$ cat config.mk
export PLATFORM = sky130hd
export DESIGN_NAME = seg7_scan_controller_flat
export DESIGN_NICKNAME = d
export VERILOG_FILES = /design/src/rtl/seg7_scan_controller_if.sv /design/src/rtl/seg7_scan_controller.sv /design/src/flat_wrapper.sv
export SDC_FILE = /design/constraint.sdc
export NUM_CORES = 1
export LEC_CHECK = 0
export CORE_ASPECT_RATIO = 0.9
export CORE_MARGIN = 2
export CORE_UTILIZATION = 47
export CTS_BUF_LIST = sky130_fd_sc_hd__clkbuf_2
export CTS_CLUSTER_SIZE = 8
export DETAILED_ROUTE_END_ITERATION = 10
export HOLD_SLACK_MARGIN = 0.06
export PLACE_DENSITY = 0.65
export SLEW_MARGIN = 20
export SYNTH_ARGS = -nofsm -noshare
export SYNTH_HDL_FRONTEND = slang
export SYNTH_SLANG_ARGS = --single-unit
$ cat constraint.sdc
create_clock -name clk -period 4.5 [get_ports clk]
set_clock_uncertainty 0.1 [all_clocks]
set_input_delay 0.9 -clock clk [delete_from_list [all_inputs] [get_ports clk]]
set_output_delay 0.9 -clock clk [all_outputs]
set_load 0.02 [all_outputs]
$ cat src/rtl/seg7_scan_controller_if.sv
// Value/handshake bundle between the game logic and the 7-segment scan controller.
interface seg7_scan_controller_if;
    logic [15:0] value;
    logic        value_valid;
    logic        blank_lz;
    logic        busy;
    logic        overflow;

    modport master (output value, output value_valid, output blank_lz,
                    input busy, input overflow);
    modport slave  (input value, input value_valid, input blank_lz,
                    output busy, output overflow);
endinterface

$ cat src/rtl/seg7_scan_controller.sv
// Binary-to-BCD (double dabble, one bit per clock) feeding a multiplexed
// 7-segment scanner with per-slot dead time and optional leading-zero blanking.
module seg7_scan_controller #(
    parameter int w_digit      = 8,
    parameter int n_digits     = 4,
    parameter int slot_cycles  = 50000,
    parameter int blank_cycles = 64
) (
    input  logic                   clk,
    input  logic                   rst,
    seg7_scan_controller_if.slave  bus,
    output logic [7:0]             abcdefgh,
    output logic [w_digit-1:0]     digit
);
    localparam int CW = (slot_cycles > 1) ? $clog2(slot_cycles) : 1;
    localparam int IW = (n_digits > 1) ? $clog2(n_digits) : 1;

    typedef enum logic [1:0] {IDLE, SHIFT, COMMIT} state_t;

    state_t               state_q, state_d;
    logic [15:0]          shift_q, shift_d;
    logic [19:0]          accum_q, accum_d;
    logic [3:0]           bit_cnt_q, bit_cnt_d;
    logic [19:0]          display_q, display_d;
    logic                 overflow_q, overflow_d;
    logic                 pending_q, pending_d;
    logic [15:0]          pending_value_q, pending_value_d;
    logic                 busy_q, busy_d;
    logic [CW-1:0]        cnt_q, cnt_d;
    logic [IW-1:0]        idx_q, idx_d;
    logic [7:0]           seg_q, seg_d;
    logic [w_digit-1:0]   digit_q, digit_d;

    logic [19:0]          adj;
    logic                 ovf_new;
    logic                 lz_zero;
    logic [3:0]           nib;

    function automatic logic [7:0] seg_pattern(input logic [3:0] n);
        case (n)
            4'd0:    seg_pattern = 8'hFC;
            4'd1:    seg_pattern = 8'h60;
            4'd2:    seg_pattern = 8'hDA;
            4'd3:    seg_pattern = 8'hF2;
            4'd4:    seg_pattern = 8'h66;
            4'd5:    seg_pattern = 8'hB6;
            4'd6:    seg_pattern = 8'hBE;
            4'd7:    seg_pattern = 8'hE0;
            4'd8:    seg_pattern = 8'hFE;
            4'd9:    seg_pattern = 8'hF6;
            default: seg_pattern = 8'h00;
        endcase
    endfunction

    always_comb begin
        state_d         = state_q;
        shift_d         = shift_q;
        accum_d         = accum_q;
        bit_cnt_d       = bit_cnt_q;
        display_d       = display_q;
        overflow_d      = overflow_q;
        pending_d       = pending_q;
        pending_value_d = pending_value_q;
        adj             = accum_q;
        ovf_new         = 1'b0;
        for (int k = n_digits; k < 5; k++) begin
            if (accum_q[4*k +: 4] != 4'd0) ovf_new = 1'b1;
        end
        unique case (state_q)
            IDLE: begin
                if (bus.value_valid) begin
                    shift_d   = bus.value;
                    accum_d   = '0;
                    bit_cnt_d = '0;
                    state_d   = SHIFT;
                end
            end
            SHIFT: begin
                for (int k = 0; k < 5; k++) begin
                    if (adj[4*k +: 4] >= 4'd5) adj[4*k +: 4] = adj[4*k +: 4] + 4'd3;
                end
                {accum_d, shift_d} = {adj, shift_q} << 1;
                bit_cnt_d = bit_cnt_q + 4'd1;
                if (bit_cnt_q == 4'd15) state_d = COMMIT;
                if (bus.value_valid) begin
                    pending_d       = 1'b1;
                    pending_value_d = bus.value;
                end
            end
            COMMIT: begin
                display_d  = accum_q;
                overflow_d = ovf_new;
                // A strobe landing on the commit cycle is newer than any stored pending value.
                if (bus.value_valid || pending_q) begin
                    shift_d   = bus.value_valid ? bus.value : pending_value_q;
                    accum_d   = '0;
                    bit_cnt_d = '0;
                    pending_d = 1'b0;
                    state_d   = SHIFT;
                end else begin
                    state_d = IDLE;
                end
            end
            default: state_d = IDLE;
        endcase
        busy_d = (state_d != IDLE);
    end

    always_comb begin
        cnt_d = cnt_q + CW'(1);
        idx_d = idx_q;
        if (cnt_q == CW'(slot_cycles - 1)) begin
            cnt_d = '0;
            idx_d = (idx_q == IW'(n_digits - 1)) ? '0 : idx_q + IW'(1);
        end
        // Decode from the next display value so a commit shows up without an extra cycle.
        nib     = display_d[{idx_q, 2'b00} +: 4];
        lz_zero = 1'b1;
        for (int k = 0; k < n_digits; k++) begin
            if (k >= int'(idx_q) && display_d[4*k +: 4] != 4'd0) lz_zero = 1'b0;
        end
        seg_d   = 8'hFF;
        digit_d = '0;
        if (cnt_q >= CW'(blank_cycles)) begin
            digit_d = w_digit'(1) << idx_q;
            if (overflow_d)
                seg_d = ~8'h02;
            else if (bus.blank_lz && idx_q != '0 && lz_zero)
                seg_d = 8'hFF;
            else
                seg_d = ~seg_pattern(nib);
        end
    end

    always_ff @(posedge clk or posedge rst) begin
        if (rst) begin
            state_q         <= IDLE;
            shift_q         <= '0;
            accum_q         <= '0;
            bit_cnt_q       <= '0;
            display_q       <= '0;
            overflow_q      <= 1'b0;
            pending_q       <= 1'b0;
            pending_value_q <= '0;
            busy_q          <= 1'b0;
            cnt_q           <= '0;
            idx_q           <= '0;
            seg_q           <= 8'hFF;
            digit_q         <= '0;
        end else begin
            state_q         <= state_d;
            shift_q         <= shift_d;
            accum_q         <= accum_d;
            bit_cnt_q       <= bit_cnt_d;
            display_q       <= display_d;
            overflow_q      <= overflow_d;
            pending_q       <= pending_d;
            pending_value_q <= pending_value_d;
            busy_q          <= busy_d;
            cnt_q           <= cnt_d;
            idx_q           <= idx_d;
            seg_q           <= seg_d;
            digit_q         <= digit_d;
        end
    end

    assign abcdefgh     = seg_q;
    assign digit        = digit_q;
    assign bus.busy     = busy_q;
    assign bus.overflow = overflow_q;
endmodule

$ cat src/flat_wrapper.sv
// flat-port wrapper written by rule: the top's interface ports become plain ports
module seg7_scan_controller_flat 
#(
    parameter int w_digit      = 8,
    parameter int n_digits     = 4,
    parameter int slot_cycles  = 50000,
    parameter int blank_cycles = 64
)
  (clk, rst, abcdefgh, digit, bus_value, bus_value_valid, bus_blank_lz, bus_busy, bus_overflow);
  seg7_scan_controller_if bus_i ();
  input  logic clk;
  input  logic rst;
  output logic [7:0] abcdefgh;
  output logic [w_digit-1:0] digit;
  input wire logic [$bits(bus_i.value)-1:0] bus_value;
  input wire logic [$bits(bus_i.value_valid)-1:0] bus_value_valid;
  input wire logic [$bits(bus_i.blank_lz)-1:0] bus_blank_lz;
  output wire logic [$bits(bus_i.busy)-1:0] bus_busy;
  output wire logic [$bits(bus_i.overflow)-1:0] bus_overflow;
  assign bus_i.value = bus_value;
  assign bus_i.value_valid = bus_value_valid;
  assign bus_i.blank_lz = bus_blank_lz;
  assign bus_busy = bus_i.busy;
  assign bus_overflow = bus_i.overflow;
  seg7_scan_controller #(.w_digit(w_digit), .n_digits(n_digits), .slot_cycles(slot_cycles), .blank_cycles(blank_cycles)) u_core (.clk(clk), .rst(rst), .bus(bus_i), .abcdefgh(abcdefgh), .digit(digit));
endmodule
==> out/qor.yml <==
status:
  status: "completed"
sta:
  min_period_ns: 2.95
  tns_ns: 0
  worstMarginPinSlew_ns: 0.856
  slew_headroom_pct: 42.7
  timing_hold_violations_final: 0
  fmax_ghz: 0.339
  rsz0062_at_grt: "false"
  finalMaxSlewViolations: 0
  setup_viol: 0
  fin_crit_sh_pct: 65.5
worst_setup_path:
  criticalPathCategory: "register to register"
  critPathMaxStageDelay_ns: 0.64
  crit_family: "compound AO/OA/AOI/OAI gates"
  cp_num_buf_inv: 3
  crit_fanout: 31
  cp_data_arrival_time_ns: 3.36
  end_kind: "register"
  critical_path_required_ns: 4.92
  crit_top_cell: "buf_4"
  cp-startpoint: "u_core.state_q[0]$_DFF_PP0_"
  crit_path_top_delay_cell: "ha_2"
  crit_path_cell_trace: "inv_1 -> ha_2 -> buf_4 -> a21oi_1 -> o21bai_4 -> buf_4 -> o22ai_1 -> a22o_1"
  r2r_cells: 8
  start_kind: "register"
  r2r-start: "u_core.state_q[0]$_DFF_PP0_"
  path_depth: 8
die:
  rows: 37
  die_area_sq_um: 12900
  die_x_um: 119
  ios: 38
  core_sq_um: 11600
  die_h_um: 108
  start_util_pct: 48.6
global_route:
  grt_start_max_net_pins: 68
  grt-ovfl-total: 0
  antenna_found_initial: 0
  grt_pass1_vias: 3873
  grt_usage_pct: 17.8
  grt_pass1_wl_mm: 18.4
cts:
  clock_latency_ns: 0.58
  cts_inserted_buffers: 9
  cts_tree: "yes"
  cts.root.buffer_cell: "clkbuf_2"
  cts.sinks: 106
  postCtsSetupRepairBufs: 0
  postCtsHoldBufs: 0
  cts_resized: 0
  cts_buffer_depth: 2
  htree_levels: 3
  cts.reportedPaths.clkPinSlew_ns: 0.27
cells_and_area:
  final_nets: 589
  final_layout_size_suffix_gt1_share_pct: 13.6
  final.fill_count: 1041
  fin_cells: 702
  diodes: 0
  area_growth_pct: 9.85
logic_synthesis:
  synth_area_sq_um: 5630
  synth_area_leader_cell: "dfrtp_1"
  synth_seq_cells: 106
  synth_seq_area_share_pct: 47.3
  ys.flop_type: "dfrtp_1"
  synth.distinct_cells: 56
  avgSynthCellArea_sq_um: 10.9
  ys_warn_count: 0
  synth_area_leaders: "dfrtp_1 (44%), ha_1 (6.2%), mux2_2 (5.4%), a22o_1 (5.1%), dfstp_2 (3.3%)"
  async_reset_ff_share_pct: 100
  synth_cells: 518
  synth_top_area_share_pct: 44.0
  synth_edf_count: 0
routing:
  drt-pass1-iter-count: 5
  wl_mm: 10.4
  drc_errors: 0
  routed_via_density: 5.50
  vias: 3860
  ant_nets: 0
  drt_iter0_markers: 291
  wire_per_inst_um: 14.8
placement:
  io_buffers: 32
  placed_cells: 686
  place_congestion: 0.805
  dp_hpwl_mm: 7.09
power:
  power_leakage_nw: 2.70
  max-vdd-ir-drop_mv: 0.240
  power_w: 0.00236
  powerDensity_nw_per_um2: 381
flow_run:
  drv_cap: 0
min_path:
  hp-class: "register to register"
  hold_start: "u_core.shift_q[12]$_DFFE_PP0P_"
  hold_depth: 2
-- through the flow --
stage / util (%) / worst slack [ns] / cell area, sq um / hold WS (ns)
2_1_floorplan: - / 0.723 / 5640 / 0.342
3_3_place_gp: 52.4 / 1.27 / 6060 / 0.363
3_5_place_dp: 52.4 / 1.22 / 6060 / 0.371
4_1_cts: 53.3 / 1.45 / 6170 / 0.424
5_1_grt: 53.4 / 1.23 / 6180 / 0.449
6_report: 53.4 / 1.55 / 6180 / 0.421
-- final timing paths --
kind,endpoint,slack [ns]
hold / removal,u_core.shift_q[12]$_DFFE_PP0P_,0.42
setup / recovery,u_core.accum_q[11]$_DFFE_PP0P_,1.55
min in group asynchronous,u_core.cnt_q[1]$_DFF_PP0_,0.69
max in group asynchronous,u_core.display_q[9]$_DFF_PP0_,2.89
setup reg to reg,u_core.accum_q[11]$_DFFE_PP0P_,1.55
hold reg to reg,u_core.shift_q[12]$_DFFE_PP0P_,0.42
-- layout by cell type, fill, tap and decap left out, types with 5 or more instances in the layout --
cell             count
a222oi_1            15
dfrtp_1             99
o21ai_1              9
nor2b_1              5
nor3b_1              5
a21oi_1             15
xor2_1               8
dfstp_2              7
nor2_1              25
clkbuf_2            11
clkinv_1             5
nand2b_1            13
a22o_1              33
o21ai_0             34
mux2_2              27
o22ai_1              6
conb_1               5
nand2_1             48
nor3_1               5
clkdlybuf4s50_1     32
ha_1                27
nand3_1              8
xnor2_1             12
inv_1               28
mux2i_1              6
-- layer usage --
metal | global-route usage (%) | wire [um] | vias up
met1 | 23.5 | 4910 | 1889
met3 | 3.60 | 362 | 9
met2 | 30.1 | 5020 | 70
met5 | 0 | 0 | -
li1 | - | - | 1892
met4 | 4.79 | 117 | 0
-- tightest hold or removal path, cell delays in order (launching register included) --
cell and delay (ns):
dfrtp_1 0.41, nand2_1 0.05, o21ai_0 0.06
-- cell usage after synthesis, drive strengths merged (6+ instances only) --
cell	instances
nand3	8
clkbuf	15
buf	13
o21ai	43
mux2i	7
dfrtp	99
inv	29
nand2	48
a222oi	15
xnor2	12
nor2	26
xor2	8
dfstp	7
mux2	30
a21oi	15
a22o	33
ha	28
nand2b	14
o22ai	6
mux4	7
-- flip-flops by register name, summed over array words and instances, names as in the netlist, 4 cells and up --
| signal | flops |
|---|---|
| u_core.pending_value_q | 16 |
| u_core.bit_cnt_q | 4 |
| u_core.abcdefgh | 7 |
| u_core.cnt_q | 16 |
| u_core.accum_q | 20 |
| u_core.shift_q | 16 |
| u_core.digit | 4 |
| u_core.display_q | 16 |
-- power by group --
part           total, W  internal, W  switching (W)
combinational  0.000657     0.000296       0.000361
sequential      0.00126      0.00113       0.000132
clock          0.000434     0.000132       0.000302
total           0.00236      0.00156       0.000796
-- cell families (layout without fill, tap and decap cells) --
logic type | Yosys count | after routing | synth area share, %
buffers and inverters | 61 | 86 | 5.07
xor gates and xnor gates | 20 | 20 | 3.11
adders and majority gates | 28 | 28 | 6.22
muxes | 44 | 44 | 10.6
other | 2 | 5 | 0.133
DFF | 106 | 106 | 47.3
and+or+nand+nor | 131 | 131 | 11.8
AOI/OAI and AO/OA | 126 | 126 | 15.8
-- cell type report --
cell class	instances	area (sq um)	area share (%)
clock inverters	5	55.1	0.890
inverters	33	128	2.06
well taps	156	195	3.16
multi-input cells	354	2720	44.0
repair buffers	37	370	5.99
flip-flops and latches	106	2660	43.0
clock buffers	11	55.1	0.890
No activity file was read; power rests on OpenSTA's default activity.
